`src/rtl/rv_mem_pkg.sv`:
```
// Shared types and constants for the memory port arbiter.
// - mem_owner_e : which requester owns the read response returning next cycle
// - MEM_W_*     : access width codes carried on d_width / ram_width
package rv_mem_pkg;

    typedef enum logic [1:0] {
        OWN_NONE,
        OWN_IF,
        OWN_D
    } mem_owner_e;

    localparam logic [1:0] MEM_W_BYTE = 2'b00;
    localparam logic [1:0] MEM_W_HALF = 2'b01;
    localparam logic [1:0] MEM_W_WORD = 2'b10;

endpackage

```
`src/rtl/mem_resp_tracker.sv`:
```
// Tracks which requester owns the RAM read data returning in the next cycle and produces
// the per-requester rvalid strobes.
// Ports:
//   clk_i, rst_sync_i      clock, synchronous active-high reset
//   if_gnt_i, d_gnt_i      grants issued this cycle (already reset-gated by the arbiter)
//   d_we_i                 data access is a store (no read response)
//   flush_i                pipeline flush, kills fetch responses only
//   if_rvalid_o, d_rvalid_o response strobes
module mem_resp_tracker
    import rv_mem_pkg::*;
(
    input  logic clk_i,
    input  logic rst_sync_i,
    input  logic if_gnt_i,
    input  logic d_gnt_i,
    input  logic d_we_i,
    input  logic flush_i,
    output logic if_rvalid_o,
    output logic d_rvalid_o
);

    mem_owner_e owner_q, owner_d;
    logic       drop_q, drop_d;

    always_ff @(posedge clk_i) begin
        if (rst_sync_i) begin
            owner_q <= OWN_NONE;
            drop_q  <= 1'b0;
        end else begin
            owner_q <= owner_d;
            drop_q  <= drop_d;
        end
    end

    always_comb begin
        owner_d = OWN_NONE;
        if (d_gnt_i && !d_we_i) begin
            owner_d = OWN_D;
        end else if (if_gnt_i) begin
            owner_d = OWN_IF;
        end
        // A flush in the grant cycle itself must kill the response that lands next cycle.
        drop_d = if_gnt_i & flush_i;
    end

    // Gating with reset discards a response that would otherwise land in the reset cycle.
    always_comb begin
        if_rvalid_o = ~rst_sync_i & (owner_q == OWN_IF) & ~flush_i & ~drop_q;
        d_rvalid_o  = ~rst_sync_i & (owner_q == OWN_D);
    end

endmodule

```
`src/rtl/mem_port_arbiter.sv`:
```
// Shares one single-port synchronous RAM between instruction fetch and load/store.
// Data wins ties, limited to MAX_D_STREAK consecutive grants while fetch waits
// (0 = strict data priority). At most one access is granted per cycle.
// Ports:
//   clk, rst_sync                         clock, synchronous active-high reset
//   if_req/if_addr/if_gnt                 fetch request channel
//   if_rvalid/if_rdata                    fetch response
//   d_req/d_we/d_width/d_addr/d_wdata     load/store request channel
//   d_gnt, d_rvalid/d_rdata               load/store grant and response
//   flush                                 drops in-flight fetch responses
//   stall_n                               low while any asserted request is refused
//   ram_*                                 single-port RAM interface
module mem_port_arbiter
    import rv_mem_pkg::*;
#(
    parameter int unsigned ADDR_W       = 32,
    parameter int unsigned DATA_W       = 32,
    parameter int unsigned MAX_D_STREAK = 4
) (
    input  logic              clk,
    input  logic              rst_sync,
    input  logic              if_req,
    input  logic [ADDR_W-1:0] if_addr,
    output logic              if_gnt,
    output logic              if_rvalid,
    output logic [DATA_W-1:0] if_rdata,
    input  logic              d_req,
    input  logic              d_we,
    input  logic [1:0]        d_width,
    input  logic [ADDR_W-1:0] d_addr,
    input  logic [DATA_W-1:0] d_wdata,
    output logic              d_gnt,
    output logic              d_rvalid,
    output logic [DATA_W-1:0] d_rdata,
    input  logic              flush,
    output logic              stall_n,
    output logic              ram_en,
    output logic              ram_we,
    output logic [1:0]        ram_width,
    output logic [ADDR_W-1:0] ram_addr,
    output logic [DATA_W-1:0] ram_wdata,
    input  logic [DATA_W-1:0] ram_rdata
);

    localparam int unsigned StreakW = (MAX_D_STREAK == 0) ? 1 : $clog2(MAX_D_STREAK + 1);
    localparam logic [StreakW-1:0] StreakMax = StreakW'(MAX_D_STREAK);

    logic [StreakW-1:0] streak_q, streak_d;
    logic               data_ok;

    always_ff @(posedge clk) begin
        if (rst_sync) begin
            streak_q <= '0;
        end else begin
            streak_q <= streak_d;
        end
    end

    // Grant logic: combinational from this cycle's requests, suppressed during reset.
    always_comb begin
        data_ok = (MAX_D_STREAK == 0) || (streak_q < StreakMax);
        d_gnt   = ~rst_sync & d_req & (~if_req | data_ok);
        if_gnt  = ~rst_sync & if_req & ~d_gnt;
        stall_n = rst_sync | ~((if_req & ~if_gnt) | (d_req & ~d_gnt));
    end

    // Streak counts data grants that made fetch wait; saturates at the limit.
    always_comb begin
        streak_d = streak_q;
        if (!if_req || if_gnt) begin
            streak_d = '0;
        end else if (d_gnt && (streak_q < StreakMax)) begin
            streak_d = streak_q + 1'b1;
        end
    end

    always_comb begin
        ram_en    = if_gnt | d_gnt;
        ram_we    = 1'b0;
        ram_width = MEM_W_WORD;
        ram_addr  = if_addr;
        ram_wdata = '0;
        if (d_gnt) begin
            ram_we    = d_we;
            ram_width = d_width;
            ram_addr  = d_addr;
            ram_wdata = d_wdata;
        end
    end

    assign if_rdata = ram_rdata;
    assign d_rdata  = ram_rdata;

    mem_resp_tracker u_resp_tracker (
        .clk_i       (clk),
        .rst_sync_i  (rst_sync),
        .if_gnt_i    (if_gnt),
        .d_gnt_i     (d_gnt),
        .d_we_i      (d_we),
        .flush_i     (flush),
        .if_rvalid_o (if_rvalid),
        .d_rvalid_o  (d_rvalid)
    );

endmodule

```
`config.mk`:
```
export PLATFORM = sky130hd
export DESIGN_NAME = mem_port_arbiter
export DESIGN_NICKNAME = d
export VERILOG_FILES = /design/src/rtl/rv_mem_pkg.sv /design/src/rtl/mem_resp_tracker.sv /design/src/rtl/mem_port_arbiter.sv
export SDC_FILE = /design/constraint.sdc
export NUM_CORES = 1
export LEC_CHECK = 0
export ABC_AREA = 1
export CORE_AREA = 2 2 107 109
export DETAILED_ROUTE_END_ITERATION = 10
export DIE_AREA = 0 0 109 111
export HOLD_SLACK_MARGIN = 0.15
export MAX_ROUTING_LAYER = met4
export PLACE_DENSITY = 0.62
export REMOVE_ABC_BUFFERS = 1
export SLEW_MARGIN = 20
export SYNTH_ARGS = -nofsm -noshare
export SYNTH_HDL_FRONTEND = slang
export SYNTH_SLANG_ARGS = --single-unit
```
`constraint.sdc`:
```
create_clock -name clk -period 1.1 [get_ports clk]
set_clock_uncertainty 0.1 [all_clocks]
set_input_delay 0.22 -clock clk [delete_from_list [all_inputs] [get_ports clk]]
set_output_delay 0.22 -clock clk [all_outputs]
set_load 0.005 [all_outputs]
```
==> impl_results.md <==
- Post-route setup slack: -648 ps
- WL/cell: approximately 19 um
- Clock Pin Slew Worst Setup and Hold Paths: 30 ps
- Register area: 124 um2
- Worst setup EP type: output port
- Number of hold violations in the final report: 0
- Startpoint Class: flop
- Post-CTS Hold Fix Bufs: 0
- Gr usage total: 0.162
- Critical Path, Cell by Cell: nand2_4 > nand3_4 > buf_12 > buf_8 > buf_8 > buf_6 > nor2_1 > buf_2
- Initial antenna violation count: 0
- Outcome: finished with violations
- I/O pin cnt: 273
- First-pass GRT wire length: between 10,000 and 15,000 um
- Slowest-stage cell, CP: dfxtp_2
- Worst path arrival time: 1430 ps
- GRT overflow: 0
- # rows: 39
- YS warnings: 0
- Critical path fanouts, max: 5
- Initial DRC count: 89
- DP Cell Count: 530
- Measured slew at the worst slew-check pin: 148 ps
- Area of the core: 11,100 um2
- Synth Area in XOR/XNOR: 0
- Post-synthesis cell area: 1500 um2
- RSZ-0062 raised after global routing: true
- Synth-to-layout area growth: 143%
- Layout Nets: 558
- Lkg Pwr: 0.00183 uW
- Clock root buffer master: clkbuf_16
- DR pass1 iterations: 4
- Vias in the first global route: 2,257
- CTS H-tree depth: 1
- Skew-Pair Late Insertion Delay: 220 ps
- Layout cells sized above 1: 0.506
- Number of synthesized register bits: 6
- Cells after synthesis: 274
- Cell variety after synth: 15
- Die area: 12,100 um2
- Non-Filler Instances: 562
- DP HPWL: 7890 um
- Proportion of synthesized area in mux cells: 0
- Synth Area in Compound Gates: 0
- Initial Util: 0.136
- Crit path largest cell delay: 330 ps
- CTS Sinks: 6
- Routed WL: 10,600 um
- Gpl congestion: 0.767
- Pwr dens: 557 nW/um2
- Final Setup Violations: 75
- Final Cycle Share: 1.59
- F_max: 0.572 GHz
- Most used cell, CP: buf_8
- Largest family of logic cells by synthesized area: buffers and inverters
- N_diodes: 0
- Post-route ant nets: 0
- Hold Crit Class: in -> reg
- Avg Vias per Cell: 3.99
- Max-Slew Margin vs Limit: 0.901
- Clk buf depth: 2
- Slew Viols, Final: 0
- Failing checks: setup timing
- WP data required: 780 ps
- Synth Area in Simple Gates: 0.417
- Multi-input logic area: 1030 um2
- Max Cap Viol: 0
- Setup Crit Path Kind: reg -> out
- Fin util: 0.329
- Largest net degree at the start of global routing: 18
- Die Wd: ~110 um
- Adder-cell share of the synthesized area: 0.00833
- Sequential cell area fraction in the yosys report: 0.0800
- CTS tree: yes
- Fill cell total of the finished layout: roughly 1,200
- Maximum vdd ir drop: 653 uV
- Die height: 111 um
- Num CTS Buffers: 3
- Syn_area_per_cell: roughly 5.5 um2
- DRC: 0
- Period minus WS final: 1750 ps
- IO Port Bufs: 176
- Vias: about 2,200
[flip-flops by register name (all words and copies together), names as in the netlist]
signal / cells
streak_q: 3
u_resp_tracker.owner_q: 2
u_resp_tracker.drop_q: 1
[cells by family (layout without fill, tap and decap cells)]
kind of cell / count (synthesis) / after routing
adder cells (fa/ha/maj): 1 / 1
buffers and inverters: 121 / 266
flip-flops: 6 / 6
AND/OR/NAND/NOR: 146 / 146
[cells in the mapped netlist (all sizes together)]
cell	number	area, um2
inv	44	165
nand2	68	260
nor2	37	146
nor3	5	25.0
ha	1	12.5
dfxtp	6	120
buf	77	578
or2	1	6.26
nand3	35	188
[path summary, 6_finish.rpt]
| path | start | slack, ps | end | cells after the start |
|---|---|---|---|---|
| max | streak_q[2]$_SDFFE_PP0P_ | -650 | ram_wdata[14] | 8 |
| max reg2reg | streak_q[2]$_SDFFE_PP0P_ | -170 | u_resp_tracker.drop_q$_SDFF_PP0_ | 8 |
| min | d_req | 320 | streak_q[2]$_SDFFE_PP0P_ | 4 |
| min reg2reg | streak_q[0]$_SDFFE_PP0P_ | 330 | streak_q[0]$_SDFFE_PP0P_ | 1 |
[worst max-delay path: cells and delay by family (launching register included)]
family	cells	cell delay (ps)
simple gates	3	250
buf+inv	5	630
flops	1	330
[stage by stage]
stage	total power [uW]	area [um2]	hold slack, ps	setup TNS, ps	setup slack [ps]
6_report	2030	3640	322	-36270	-648
3_5_place_dp	1220	2990	331	-77970	-1120
3_3_place_gp	1210	2990	312	-76040	-1110
5_1_grt	2140	3640	340	-40020	-702
2_1_floorplan	451	923	192	-47930	-806
4_1_cts	1930	3370	331	-39020	-669
[layer usage]
metal / vias up / global-route usage / routed length, um
met5: - / - / 0
met4: 0 / 0.00513 / 11
met3: 4 / 0.148 / 2150
met2: 192 / 0.241 / 4610
met1: 1008 / 0.166 / 3810
li1: 1038 / - / -
[cell type report]
class	instances	area share
inverters	44	0.0467
clock buffers	3	0.0206
well taps	143	0.0491
multi-input cells	147	0.283
repair buffers	219	0.566
flip-flops and latches	6	0.0340
[where the power goes]
part / switching, uW / total, uW / internal (uW)
Clock: 116 / 582 / 466
Sequential: 4.13 / 231 / 227
Combinational: 467 / 1220 / 749
Total: 587 / 2030 / 1440
[cell usage in the layout, fill, tap and decap left out]
cell type          n
nand3_4            1
clkbuf_16          3
inv_1             39
nor2_4            26
nor2_1             5
nand2_4           12
clkdlybuf4s50_1  100
buf_2             60
nor3_1             3
nand2_2           32
ha_1               1
nor2_2             6
nor3_2             2
dfxtp_1            3
buf_4             13
clkbuf_2           2
dfxtp_2            3
nand3_2            3
nand2_1           24
buf_6             25
clkinv_4           1
buf_8              6
buf_12            10
buf_16             3
inv_2              4
nand3_1           31
or2_1              1
[repair_timing]
action                     in CTS  in global routing
resized for setup             384                 99
setup buffers                  23                  6
pin swaps                       7                  8
cloned                          6                  0
setup endpoints to repair      79                 76
(Power assumes the default switching activity.)
==> edit: new RTL, config.mk and constraints unchanged <==
Encoding of `mem_owner_e`: now one-hot (3 bits for 3 values).
--- a/src/rtl/rv_mem_pkg.sv
+++ b/src/rtl/rv_mem_pkg.sv
@@ -3,10 +3,10 @@
 // - MEM_W_*     : access width codes carried on d_width / ram_width
 package rv_mem_pkg;
 
-    typedef enum logic [1:0] {
-        OWN_NONE,
-        OWN_IF,
-        OWN_D
+    typedef enum logic [2:0] {
+        OWN_NONE = 3'b001,
+        OWN_IF   = 3'b010,
+        OWN_D    = 3'b100
     } mem_owner_e;
 
     localparam logic [1:0] MEM_W_BYTE = 2'b00;
Function: no difference found for any inputs over 10 cycles, from zero or initial values and one cycle with rst_sync high; not proved beyond that.
==> edit against the unedited design <==
The flow still finishes with violations (negative setup slack). Synthesized area down 1.0%. Sequential cell count up 1. Wire length up 9.9%. Final area up 0.52%. Setup slack better by 59 ps. Clock power up 5.8%. Via count up 6.1%. Maximum frequency up 3.5%. Power up 0.58%. Critical endpoint is now ram_width[1]. Largest cell class unchanged. Largest power group unchanged.
==> edit: results (changes against the unedited design) <==
| Metric | Value |
|---|---|
| Outcome | complete, but fails checks |
| Failing checks | negative setup slack |
| WL/cell | 20.2 um (+7.1%) |
| Largest regs | streak_q (3), u_resp_tracker.owner_q (3), u_resp_tracker.drop_q (1) |
| Final setup viols | 75 (unchanged) |
| Filler cells | 1,174 (-0.59%) |
| Clock buffer count | 4 (+1) |
| Vias in the first global route | 2,218 (-1.7%) |
| Critical Path Sink | ram_width[1] |
| Syn avg cell area | 5.35 um^2 (-2.4%) |
| Resize count post-CTS | 267 (-30%) |
| Total GRT Usage | 17.2% (+1.1 points) |
| Signal buffers | 229 (+4.6%) |
| DR iter-0 viols | 63 (-29%) |
| Max-Slew Margin vs Limit | 87.6% (-2.5 points) |
| FF/Latch Area | 144 um^2 (+16%) |
| Largest net degree at the start of global routing | 21 (+3) |
| First-pass GRT wire length | 14,300 um (+3.1%) |
| Wire length on met1 | 3940 um (+3.4%) |
| Post-CTS setup repair buffer count | 15 (-35%) |
| NetSw | 0.000587 W (about the same) |
| Final worst slack | -590 ps (+58.7 ps) |
| Non-Filler Instances | 577 (+2.7%) |
| LEAKAGE | 1.89 nW (+3.6%) |
| Post-synthesis cell type count | 16 (+1) |
| Non-clock inverters | 43 (-2.3%) |
| Via count | 2,378 (+6.1%) |
| Buffering overhead | 57.3% (+0.63 points) |
| Register area share after synthesis | 9.43% (+1.4 points) |
| Multi-input gates | 151 (+2.7%) |
| Gpl congestion | 0.840 (+9.5%) |
| DP Cell Count | 533 (+0.57%) |
| Critical Path AT | 1370 ps (-60 ps) |
==> edit: cell count changes after synthesis, moves of 2 or more <==
cell,before,now
buf_6,4,0
buf_2,6,9
clkbuf_1,0,3
nand2_1,66,69
buf_4,67,65
==> edit: power groups by stage <==
| stage | Sequential, W | Combinational, W | Clock [W] |
|---|---|---|---|
| 4_1_cts | 0.000272 | 0.00107 | 0.000620 |
| 6_report | 0.000272 | 0.00115 | 0.000616 |
| 3_3_place_gp | 0.000273 | 0.000987 | 0 |
| 5_1_grt | 0.000273 | 0.00124 | 0.000646 |
| 3_5_place_dp | 0.000274 | 0.000998 | 0 |
| 2_1_floorplan | 0.000272 | 0.000222 | 0 |
==> edit: stage by stage <==
stage	TNS [ps]	instance area, um^2	hold slack [ps]	power (W)
floorplan	-72680	942	192	0.000494
finish	-33960	3660	276	0.00204
CTS	-43920	3320	300	0.00196
global route	-37670	3660	295	0.00216
global placement	-75650	3020	311	0.00126
detailed placement	-77300	3020	336	0.00127
